File: src/rtl/stream_accumulator.sv
// Sums ACC_LEN consecutive input words into one widened total and presents it,
// with its item count, on a valid/ready output; flush closes a partial group early.
module stream_accumulator #(
  parameter int DW      = 32,
  parameter int ACC_LEN = 4,
  localparam int OW     = (ACC_LEN == 1) ? DW : DW + $clog2(ACC_LEN),
  localparam int CW     = $clog2(ACC_LEN + 1)
) (
  input  logic          clk,
  input  logic          rstn,
  input  logic [DW-1:0] in_data,
  input  logic          in_valid,
  output logic          in_ready,
  input  logic          flush,
  output logic [OW-1:0] out_data,
  output logic [CW-1:0] out_cnt,
  output logic          out_valid,
  input  logic          out_ready
);

  typedef enum logic {
    ST_ACC = 1'b0,
    ST_OUT = 1'b1
  } state_e;

  localparam logic [CW-1:0] LEN_C = CW'(ACC_LEN);

  state_e        state_q, state_d;
  logic [OW-1:0] acc_q, acc_d;
  logic [CW-1:0] cnt_q, cnt_d;
  logic [OW-1:0] out_data_q, out_data_d;
  logic [CW-1:0] out_cnt_q, out_cnt_d;

  logic [OW-1:0] acc_n;
  logic [CW-1:0] cnt_n;
  logic          in_fire;
  logic          out_fire;

  // While a total is held, a new item may only enter in the same cycle the total leaves.
  assign in_ready  = rstn & ((state_q == ST_ACC) | out_ready);
  assign out_valid = (state_q == ST_OUT);
  assign out_data  = out_data_q;
  assign out_cnt   = out_cnt_q;
  assign in_fire   = in_valid & in_ready;
  assign out_fire  = out_valid & out_ready;

  always_comb begin
    state_d    = state_q;
    acc_d      = acc_q;
    cnt_d      = cnt_q;
    out_data_d = out_data_q;
    out_cnt_d  = out_cnt_q;
    acc_n      = acc_q + OW'(in_data);
    cnt_n      = cnt_q + CW'(1);

    unique case (state_q)
      ST_ACC: begin
        if (in_fire) begin
          if (cnt_n == LEN_C || flush) begin
            out_data_d = acc_n;
            out_cnt_d  = cnt_n;
            acc_d      = '0;
            cnt_d      = '0;
            state_d    = ST_OUT;
          end else begin
            acc_d = acc_n;
            cnt_d = cnt_n;
          end
        end else if (flush && cnt_q != '0) begin
          out_data_d = acc_q;
          out_cnt_d  = cnt_q;
          acc_d      = '0;
          cnt_d      = '0;
          state_d    = ST_OUT;
        end
      end

      ST_OUT: begin
        if (out_fire) begin
          acc_d   = '0;
          cnt_d   = '0;
          state_d = ST_ACC;
          if (in_fire) begin
            // A single-item group closes immediately, so skip the ACC cycle entirely.
            if (ACC_LEN == 1 || flush) begin
              out_data_d = OW'(in_data);
              out_cnt_d  = CW'(1);
              state_d    = ST_OUT;
            end else begin
              acc_d = OW'(in_data);
              cnt_d = CW'(1);
            end
          end
        end
      end

      default: state_d = ST_ACC;
    endcase
  end

  always_ff @(posedge clk) begin
    if (!rstn) begin
      state_q    <= ST_ACC;
      acc_q      <= '0;
      cnt_q      <= '0;
      out_data_q <= '0;
      out_cnt_q  <= '0;
    end else begin
      state_q    <= state_d;
      acc_q      <= acc_d;
      cnt_q      <= cnt_d;
      out_data_q <= out_data_d;
      out_cnt_q  <= out_cnt_d;
    end
  end

endmodule
File: config.mk
export PLATFORM = sky130hd
export DESIGN_NAME = stream_accumulator
export DESIGN_NICKNAME = d
export VERILOG_FILES = /design/src/rtl/stream_accumulator.sv
export SDC_FILE = /design/constraint.sdc
export NUM_CORES = 1
export LEC_CHECK = 0
export BUFFER_PORTS_ARGS = -buffer_cell sky130_fd_sc_hd__buf_2
export CAP_MARGIN = 20
export CORE_UTILIZATION = 45
export CTS_CLUSTER_DIAMETER = 80
export DETAILED_ROUTE_END_ITERATION = 8
export PLACE_DENSITY = 0.67
export REMOVE_ABC_BUFFERS = 1
export SETUP_SLACK_MARGIN = 0.3
export SLEW_MARGIN = 20
export SYNTH_ARGS = -nofsm -noshare
export SYNTH_HDL_FRONTEND = slang
export SYNTH_SLANG_ARGS = --single-unit
File: constraint.sdc
create_clock -name clk -period 3.7 [get_ports clk]
set_input_delay 0.74 -clock clk [delete_from_list [all_inputs] [get_ports clk]]
set_output_delay 0.74 -clock clk [all_outputs]
set_load 0.05 [all_outputs]
# == Word-level counts from Yosys, hierarchy flattened ==
# Cells that the tools add are included.
# totals
mem_count,0
ff_bits,75
rom_bits,0
ram_bits,0
latchBits,0
output_inout_bits,39
# classes
multipliers,0
muxes,35
div,0
reduce_logical,5
eq_ne,6
add_sub_neg,2
bitwise_logic,5
shifts,0
order_cmp,0
# ops
op,n
2-to-1 mux 34 bit,10
case mux 34 bit (2 select lines),2
2-to-1 mux 32 bit,2
adder 34 x 32 -> 34 bit,1
2-to-1 mux 3 bit,10
case mux 3 bit (2 select lines),2
2-to-1 mux 1 bit,8
"inequality test 3 x 2 -> 1 bit, second input constant",2
AND reduction 5 bit,1
"inequality test 2 x 1 -> 1 bit, second input constant",2
"adder 3 x 1 -> 3 bit, second input constant",1
bitwise AND 1 bit,3
"== test 3 bit, second input constant",1
nonzero test 3 bit,1
"inequality test 2 bit, second input constant",1
case mux 1 bit (2 select lines),1
AND reduction 2 bit,1
logical AND 1 bit,1
logical OR 1 bit,1
NOT 1 bit,1
bitwise OR 1 bit,1

# == Logic depth before layout (Yosys ltp) ==
# Gate-level depths: netlist (run 1).
# depth
word_depth,7
mapped_depth,11

# == Worst setup path after synthesis (run 1) ==
# Ideal clock, no wire load.
# synth_path
kind,input -> register
start,input port in_data[1]
end,"register out_data_q[23], in the netlist out_data[23]"
arrival_ps,2815
path_stages,9
path_buffers,0
slack_ps,755
setup_time_ps,130
cell_sequence,ha_1 > a211oi_1 > o211ai_2 > a221oi_2 > o31ai_2 > a21boi_2 > mux2_4 > a311oi_2 > o311ai_1
# synth_via
elab_chain_len,4
# synth_rtl
item,line,rtl
"start, declared",11,"input logic [DW-1:0] in_data,"
adder 34 x 32 -> 34 bit,53,acc_n = acc_q + OW'(in_data);
2-to-1 mux 34 bit,59,if (cnt_n == LEN_C || flush) begin
2-to-1 mux 34 bit,58,if (in_fire) begin
case mux 34 bit (2 select lines),56,unique case (state_q)
"end signal, assigned",112,out_data_q <= out_data_d;
"end, declared",31,"logic [OW-1:0] out_data_q, out_data_d;"
# Every way passes these cells. The select of a mux whose other input is x is not followed.
# A chain may end at the register's enable or synchronous reset.

# == Final worst setup path (run 1) ==
# layout_path
start,input port in_data[0]
end,"register out_data_q[26], in the netlist out_data[26]"
# The elaborated chain is that of the path after synthesis.

==> impl_results.md, run 1 <==
* Dpl ws at approximately 0.26 ns
* Worst skew pair latency at 0.35 ns
* Fin worst setup slack at 0.5177 ns
* Critical Path Start Type: primary input
* Post-CTS setup buffers at 0
* Post-CTS sizing at 0
* # rows at 39
* Setup tns final at 0 ns
* Gate Count Post-Synth at 701
* Leak at 2.629 nW
* End of the worst register-to-register path: out_data[26]
* Clock Skews at 0.007859 ns
* Clock transition at the registers of the reported paths at 0.06 ns
* Met1 WL at ~7500 um
* Netlist cell types at 80
* Die Wd at approximately 110 um
* Worst Path Arrival at 3.38 ns
* Die Y at 112.1 um
* Remaining DRCs at 3
* Hold Crit Class: flip-flop to flip-flop
* Initial antenna violation count at 0
* Ant diodes at 0
* WHS at 0.4481 ns
* Layout Utilization at 54.52%
* Clk buf depth at 2
* Layout cell share with drive strength beyond 1 at 18.30%
* Routed vias/inst at just over 6
* Mapped Area at 0.005451 mm^2
* Final Cycle Share at 86.01%
* Gr ovfl total at 0
* Fmax at 314.2 MHz
* H-tree Lvls at 3
* Worst Hold Launch: out_data[3]
* Die Area at 0.01256 mm^2
* Hold Violations, Final at 0
* Hold endpoint: out_data[3]
* Synth top area cells: dfxtp_1, ha_1, nand2_1
* Slew Limit Fails at 0
* Post-layout min period at 3.182 ns
* Avg Cell Area, Syn at roughly 7.8 um^2
* Synth async-reset ratio at 0%
* Ys flop type: dfxtp_1
* Status: complete, but fails checks
* Setup Viol. Count Final at 0
* Failing checks: design-rule violations
* Slew HR at 51.63%
* Largest net degree at the start of global routing at 41
* RSZ-0062 raised after global routing: false
* WL met2 at between 7000 and 8000 um
* Sequential share of the synthesized area at 27.54%
* Port-buffer cells at 75
* DR iter-0 viols at 504
* Starting Density at 46.94%
* CP Capture Type: flip-flop
* Worst slew pin tran at 0.7245 ns
* CORE AREA at between 0.01 and 0.015 mm^2
* Top-count cell post-synth: nand2_1
* CTS root buf: clkbuf_16
* CTS tree: done
* Most common library cells after synthesis: nand2_1, dfxtp_1, a21oi_1
* Clock sink count at 75
* Nets at roughly 830
* Yosys top cell by area: dfxtp_1
* Synth-to-layout area growth at 16.16%
* All-Layer GR Usage at between 20% and 30%
* Cts bufs inserted at 9
* Pwr dens at 423.4 mW/mm^2
* DP HPWL at 11820 um
* Vias at 5634
* Pre-Repair DR Iteration Count at 7
* Hold_buf cts at 0
* WHS Path Cells at 2
* Critical path class: primary input to flip-flop
* Worst EP required at 3.90 ns
* Worst Reg-to-Reg Cells at 11
* YS warnings at 0
* Synthesis-stage register bit count at 75
* Vias in the first global route at 5425
* Met3 WL at approximately 900 um
* Worst VDD drop at 0.3598 mV
* First-pass GRT wire length at 26940 um
* DR top layer: met4
* Detail Route Antenna Nets at 0
* Post-synth EDFFs at 0
* Gp weighted congestion at 0.8922
* Crit path max fanout at 4
* MaxCap Viol Count at 0
* Post-synth top area share at 27.54%
* Reg2reg setup slack at 0.63 ns
* Io pins at 76
* Drt total wl at 16460 um
* Wire per inst at around 18 um
* Origin of the critical flop-to-flop path: acc_q[0]
-- cells by family after synthesis --
| group | Yosys count | synth area share, % |
|---|---|---|
| simple gates | 222 | 18.43 |
| xor+xnor | 27 | 4.338 |
| fa+ha+maj | 36 | 8.400 |
| flops | 75 | 27.54 |
| mux | 16 | 3.029 |
| compound gates | 254 | 32.64 |
| buf+inv | 71 | 5.623 |
-- power by group --
group	leakage, nW	switching (W)	internal [W]
logic	1.85	0.000473	0.000233
clock network	0.172	0.000366	0.000726
registers	0.611	0.0000294	0.000855
total	2.63	0.000868	0.00181
-- how the worst max path moves through the flow --
| stage | from | end | slack (ns) | depth (start not counted) |
|---|---|---|---|---|
| finish | in_data[0] | out_data[26] | 0.52 | 12 |
| global route | in_data[0] | out_data[26] | 0.33 | 12 |
| CTS | in_data[0] | out_data[26] | 0.60 | 12 |
| detailed placement | in_data[0] | out_data[26] | 0.26 | 12 |
| global placement | in_data[0] | out_data[26] | 0.28 | 12 |
| floorplan | out_valid | out_data[16] | -0.42 | 8 |
-- registers in the layout, summed over array words and instances (netlist names) --
register	cells
out_valid	1
cnt_q	3
acc_q	34
out_data	34
out_cnt	3
-- cell type report --
class | instances | area (um^2)
fillers | 1137 | 5281
multi-input cells | 555 | 3664
flip-flops and latches | 75 | 1501
repair buffers | 97 | 540.5
clock buffers | 9 | 225.2
well taps | 143 | 178.9
clock inverters | 7 | 140.1
inverters | 22 | 82.58
-- per-stage QoR --
stage | power (W) | area, um^2 | std cells
finish | 0.002681 | 6332 | 908
global route | 0.002803 | 6332 | 908
CTS | 0.002691 | 6332 | 908
floorplan | 0.001385 | 5228 | 652
detailed placement | 0.001596 | 5967 | 892
global placement | 0.001583 | 5967 | 892
-- per-layer routing --
metal,GRT usage [%],vias up
met5,0,-
met4,9.600,0
met3,4.698,27
met2,44.43,200
met1,35.18,2683
li1,-,2724
-- cell usage in the layout, fill, tap and decap left out, types with 4 or more instances in the layout --
master,Yosys,layout
nand2_1,84,84
dfxtp_1,75,75
buf_2,6,75
a21oi_1,57,57
nor2_1,54,54
o21ai_0,47,47
ha_1,35,35
nand3_1,22,22
buf_4,1,22
inv_1,21,21
a22oi_1,20,20
a21o_1,17,17
mux2i_1,15,15
xnor2_1,15,15
nor3_1,15,14
or3_1,14,14
xor2_1,12,12
a211oi_1,12,12
a222oi_1,10,10
nand4_1,9,9
o211ai_1,9,9
o21bai_1,9,9
o22ai_1,9,9
clkbuf_16,0,9
and3_1,6,6
a31oi_1,6,6
o21ai_1,5,5
a311oi_1,5,5
nand2b_1,4,4
nor2b_1,4,4
bufinv_16,0,4
-- critical path: stages --
cell and delay, ns:
buf_2 0.10, ha_1 0.19, inv_1 0.06, fa_1 0.40
nor2b_1 0.19, o2111ai_1 0.17, a31oi_2 0.37, a41oi_2 0.19
o21ai_1 0.43, mux2i_1 0.15, o311ai_0 0.29, a21oi_1 0.10
Note: power is estimated with default switching activity, not from simulation.
==> inputs of run 2 (changes only) <==
ABC_AREA = 1   (was unset)
==> run 2 against run 1 <==
  * The flow now finishes without violations
  * Cell area grew 1.3%
  * Via count rose by 8.9%
  * Synthesized area rose by 3.7%
  * Worst setup slack improved by 0.61 ns
  * Global-route usage grew 0.65 points
  * Worst hold slack improved by 0.019 ns
  * Non-clock buffer count fell by 14
  * Final cell count grew 23%
  * Highest routed layer unchanged
==> impl_results.md, run 2 <==
* Clock sink count at 75 (unchanged)
* Critical Path Start Type: flip-flop
* DP HPWL at 12300 um (+4.0%)
* Most common cell after layout, fill and taps aside: nand2_1
* Critical path class: flip-flop to primary output
* Vias at 6134 (+8.9%)
* Hold Violations, Final at 0 (unchanged)
* Gate Count Post-Synth at 892 (+27%)
* Post-CTS setup buffers at 0 (unchanged)
* Worst VDD drop at 0.2326 mV (-35%)
* Ant diodes at 0 (unchanged)
* Post-synth top area share at 26.55% (-0.99 points)
* Leak at 3.100 nW (+18%)
* # rows at 40 (+2.6%)
* Cts bufs inserted at 9 (unchanged)
* Most common library cells after synthesis: nand2_1, a21oi_1, inv_1
* Slew HR at 41.65% (-10 points)
* Power, Total at 0.002472 W (-7.8%)
* Comb pwr share at 27.5% (+1.2 points)
* Largest net degree at the start of global routing at 50 (+22%)
* Fin worst setup slack at 1.125 ns (+0.6076 ns)
* Synthesis-stage register bit count at 75 (unchanged)
* Synth async-reset ratio at 0% (unchanged)
* Clock transition at the registers of the reported paths at 0.07 ns (about the same)
* Worst skew pair latency at 0.35 ns (about the same)
* Port-buffer cells at 75 (unchanged)
* CTS root buf: clkbuf_16
* CORE AREA at 0.01211 mm^2 (+4.3%)
* Initial antenna violation count at 0 (unchanged)
* Nets at 1021 (+23%)
* Worst EP required at 2.96 ns (-0.94 ns)
* Remaining DRCs at 0 (-3)
* Vias in the first global route at 5530 (+1.9%)
* Netlist cell types at 39 (-51%)
* Final Cycle Share at 69.59% (-16 points)
* Crit path max fanout at 49 (+45)
* Post-layout min period at 2.575 ns (-0.6076 ns)
* Worst slew pin tran at 0.8743 ns (+0.1498 ns)
* Pwr dens at 385.2 mW/mm^2 (-9.0%)
* Sequential share of power at 36.0% (+3.0 points)
* Cell Int Power at 0.001584 W (-13%)
* Wire per inst at 15.41 um (-15%)
* Setup tns final at 0 ns (unchanged)
* Post-CTS sizing at 0 (unchanged)
* RSZ-0062 raised after global routing: false
* Io pins at 76 (unchanged)
* Slew Limit Fails at 0 (unchanged)
* Starting Density at 46.68% (-0.26 points)
* Synth-to-layout area growth at 13.50%
* CTS tree: done
* Clk pwr share at 36.5% (-4.2 points)
* Dpl ws at 0.9165 ns (+0.6601 ns)
* Ys flop type: dfxtp_1
* Sequential share of the synthesized area at 26.55% (-0.99 points)
* Hold_buf cts at 0 (unchanged)
* Dpl cells at 1105 (+24%)
* WHS at 0.4674 ns (+0.01929 ns)
* Setup Viol. Count Final at 0 (unchanged)
* Sw Ratio at 35.92% (+3.6 points)
* Status: finished, final reports clean
* Fmax at 388.4 MHz (+24%)
* DR iter-0 viols at 469 (-6.9%)
* First-pass GRT wire length at 28030 um (+4.0%)
* All-Layer GR Usage at 27.50% (+0.65 points)
* Die Wd at 114.1 um (+1.8%)
* Routed vias/inst at 5.472 (-12%)
* CP Capture Type: primary output
* Clock Skews at 0.01190 ns (+0.004036 ns)
* Top-count cell post-synth: nand2_1
* Yosys top cell by area: dfxtp_1
* Die Area at 0.01302 mm^2 (+3.6%)
* Worst Path Arrival at 1.83 ns (-1.55 ns)
* Pre-Repair DR Iteration Count at 5 (-2)
* Detail Route Antenna Nets at 0 (unchanged)
* Die Y at 114.1 um (+1.8%)
* Gp weighted congestion at 0.9700 (+8.7%)
* MaxCap Viol Count at 0 (unchanged)
* Post-synth EDFFs at 0 (unchanged)
* Mapped Area at 0.005654 mm^2 (+3.7%)
* Sw power at 0.0008879 W (+2.3%)
* Non-Filler Instances at 1121 (+23%)
* Synth top area cells: dfxtp_1, nand2_1, a21oi_1
* YS warnings at 0 (unchanged)
* Hold Crit Class: flip-flop to flip-flop
* Gr ovfl total at 0 (unchanged)
* Most frequent cells in the layout: nand2_1, a21oi_1, inv_1
* H-tree Lvls at 3 (unchanged)
* Clk buf depth at 2 (unchanged)
* Layout cell share with drive strength beyond 1 at 12.80% (-5.5 points)
* Avg Cell Area, Syn at 6.339 um^2 (-18%)
* Drt total wl at 17280 um (+4.9%)
-- run 2: worst paths after layout --
| kind | end | from | cells after the start | slack (ns) |
|---|---|---|---|---|
| max | out_valid | out_valid | 2 | 1.13 |
| min | cnt_q[2] | cnt_q[2] | 2 | 0.47 |
| max reg2reg | acc_q[20] | out_valid | 9 | 1.25 |
| min reg2reg | cnt_q[2] | cnt_q[2] | 2 | 0.47 |
-- run 2: through the flow --
step	utilization, %	instance area, um^2
floorplan	-	5464
global placement	50.50	6116
detailed placement	50.50	6116
CTS	52.99	6417
global route	52.99	6417
finish	52.99	6417
-- run 2: critical path: stages, from the launching register on --
cell and delay [ns]:
dfxtp_2 0.53, buf_4 0.55, buf_2 0.37
-- run 2: cell families after synthesis --
family,share of synthesized area (%)
buffers and inverters,9.847
XOR/XNOR,1.704
adder cells (fa/ha/maj),8.099
flip-flops,26.55
AO/OA/AOI/OAI,23.77
AND/OR/NAND/NOR,30.03
-- run 2: cell type report --
cell class	count	area (um^2)
timing repair buffer	83	435.4
sequential	75	1503
tap	168	210.2
inverter	97	366.6
clock buffer	9	225.2
fill	1321	5694
multi-input combinational	682	3601
clock inverter	7	76.32
-- run 2: power groups by stage --
stage                     clock [W]  sequential (W)  combinational (W)
after global routing       0.000944        0.000895           0.000753
after CTS                  0.000919        0.000889           0.000673
after floorplan                   0        0.000992           0.000387
final                      0.000903        0.000890           0.000680
after detailed placement          0        0.000907           0.000670
after global placement            0        0.000906           0.000668
-- run 2: metal layers --
layer | share of wire (%) | track usage [%] | vias up
li1 | - | - | 3132
met1 | 49 | 39.02 | 2766
met2 | 42 | 41.78 | 212
met3 | 6.8 | 4.076 | 24
met4 | 2.1 | 10.91 | 0
met5 | 0 | 0 | -
==> inputs of run 3 (changes only) <==
PLACE_DENSITY = 0.69   (was 0.67)
clock period = 2.3 ns   (was 3.7 ns; I/O delays follow)
==> run 3 against run 2 <==
  * Global-route usage rose by 0.78 points
  * Worst hold slack worse by 0.048 ns
  * Clock power is 78% higher
  * Clock skew down 0.0027 ns
  * Largest cell class unchanged
  * Largest power group unchanged
==> impl_results.md, run 3 (synthesized netlist as in run 2, its figures left out) <==
* CTS tree: done
* Wire per inst at 16.02 um (+4.0%)
* Gr ovfl total at 0 (unchanged)
* Routed vias/inst at 5.566 (+1.7%)
* RSZ-0062 raised after global routing: true
* Clock Skews at 0.009240 ns (-0.002656 ns)
* CTS root buf: clkbuf_16
* Die Wd at 114.1 um (unchanged)
* Crit path max fanout at 4 (-92%)
* WHS Path Cells at 3 (+1)
* Pre-Repair DR Iteration Count at 5 (unchanged)
* First-pass GRT wire length at 28960 um (+3.3%)
* Detail Route Antenna Nets at 0 (unchanged)
* H-tree Lvls at 3 (unchanged)
* Hold_buf cts at 0 (unchanged)
* Clock transition at the registers of the reported paths at 0.06 ns (about the same)
* Fmax at 498.3 MHz
* Drt total wl at 18480 um (+6.9%)
* Starting Density at 46.68% (unchanged)
* Slew HR at 67.19% (+26 points)
* Post-layout min period at 2.007 ns
* Reg2reg setup slack at 0.29 ns (-0.96 ns)
* Vias in the first global route at 5862 (+6.0%)
* CP Capture Type: flip-flop
* MaxCap Viol Count at 0 (unchanged)
* Layout cell share with drive strength beyond 1 at 25.38% (+13 points)
* Worst Hold Launch: in_data[10]
* Leak at 3.325 nW (+7.3%)
* Die Area at 0.01302 mm^2 (unchanged)
* Hold Crit Class: primary input to flip-flop
* Initial antenna violation count at 0 (unchanged)
* Slew Limit Fails at 0 (unchanged)
* Hold endpoint: acc_q[10]
* Port-buffer cells at 75 (unchanged)
* Hold Violations, Final at 0 (unchanged)
* Final Cycle Share at 87.25%
* Power, Total at 0.004319 W (+75%)
* Worst Path Arrival at 2.25 ns (+0.42 ns)
* Critical Path Start Type: flip-flop
* CORE AREA at 0.01211 mm^2 (unchanged)
* Synth-to-layout area growth at 27.00%
* Worst slew pin tran at 0.4921 ns (-0.3821 ns)
* Final instance area at 0.007181 mm^2 (+12%)
* Remaining DRCs at 0 (unchanged)
* Clock sink count at 75 (unchanged)
* Cts bufs inserted at 9 (unchanged)
* Layout Utilization at 59.29% (+6.3 points)
* Worst skew pair latency at 0.36 ns (about the same)
* Worst VDD drop at 0.3882 mV (+67%)
* DP HPWL at 12630 um (+2.7%)
* End of the worst register-to-register path: acc_q[28]
* Ant diodes at 0 (unchanged)
* Dpl cell area at 0.006336 mm^2 (+3.6%)
* Critical path class: flip-flop to flip-flop
* Nets at 1053 (+3.1%)
* Die Y at 114.1 um (unchanged)
* Clk buf depth at 2 (unchanged)
* Vias at 6418 (+4.6%)
* Io pins at 76 (unchanged)
* Gp weighted congestion at 0.9504 (-2.0%)
* Worst EP required at 2.55 ns (-0.41 ns)
* Origin of the critical flop-to-flop path: acc_q[0]
* # rows at 40 (unchanged)
* Largest net degree at the start of global routing at 48 (-4.0%)
* Most common cell after layout, fill and taps aside: nand2_1
* Most frequent cells in the layout: nand2_1, inv_1, a21oi_1
* DR iter-0 viols at 514 (+9.6%)
* Setup Viol. Count Final at 0 (unchanged)
* All-Layer GR Usage at 28.27% (+0.78 points)
* Worst Reg-to-Reg Cells at 15 (+6)
* Pwr dens at 601.5 mW/mm^2 (+56%)
* Status: finished, final reports clean
-- run 3: cell types whose count changed in the layout (fill, tap and decap cells not counted), moves of 11 or more --
cell     previous run  this run
a21oi_1            94        76
ha_1               35        17
nand2_1           252       225
a21oi_2             1        19
nand2_2             3        27
ha_4                0        11
buf_4               8        35
-- run 3: worst max-delay path, stage by stage, from the launching register on --
cell      delay, ns
dfxtp_2        0.35
ha_4           0.13
inv_2          0.04
fa_2           0.32
inv_2          0.07
nand2_2        0.06
nand2_2        0.09
nand3_2        0.10
nand2_4        0.11
nand2_4        0.05
nand2_4        0.09
nand3b_1       0.17
nand2_1        0.13
nand2_2        0.07
nand3_2        0.07
a21oi_1        0.06
-- run 3: area by class of cell --
| class | count | area [um^2] |
|---|---|---|
| Fill cell | 1217 | 4931 |
| Clock buffer | 11 | 252.7 |
| Inverter | 97 | 366.6 |
| Multi-Input combinational cell | 682 | 4035 |
| Clock inverter | 5 | 83.83 |
| Sequential cell | 75 | 1506 |
| Timing Repair Buffer | 115 | 725.7 |
| Tap cell | 168 | 210.2 |
-- run 3: worst max path at each step --
stage / to / startpoint / cells after the start
floorplan: acc_q[22] / out_valid / 12
finish: acc_q[28] / acc_q[0] / 15
global placement: out_data[30] / in_data[0] / 16
detailed placement: out_data[30] / in_data[0] / 16
CTS: out_data[30] / acc_q[0] / 15
global route: acc_q[28] / acc_q[0] / 15
-- run 3: repair_timing --
item	in CTS	in global routing
cloned	0	1
resized for setup	16	90
endpoints found under the setup margin	29	51
pin swaps	5	16
setup buffers	2	3
-- run 3: power by group --
part | leakage (nW) | internal, W | switching (W)
Sequential | 0.614 | 0.00138 | 0.0000540
Clock | 0.158 | 0.00101 | 0.000594
Combinational | 2.55 | 0.000431 | 0.000849
-- run 3: routing by layer --
layer	track usage, %	part of all wire, %	vias up
met5	0	0	-
met4	8.658	2.3	0
met3	4.870	6.9	30
met2	45.58	45	221
met1	38.53	45	2965
li1	-	-	3202
-- run 3: stage by stage --
stage          instances  setup slack, ns  TNS (ns)  hold WS [ns]
2_1_floorplan        854           -1.185    -71.80        0.4409
3_3_place_gp        1131         -0.02444  -0.06638        0.4514
3_5_place_dp        1131         -0.07509   -0.6188        0.4587
4_1_cts             1149           0.3092         0        0.4165
5_1_grt             1153           0.1895         0        0.4281
6_report            1153           0.2932         0        0.4198
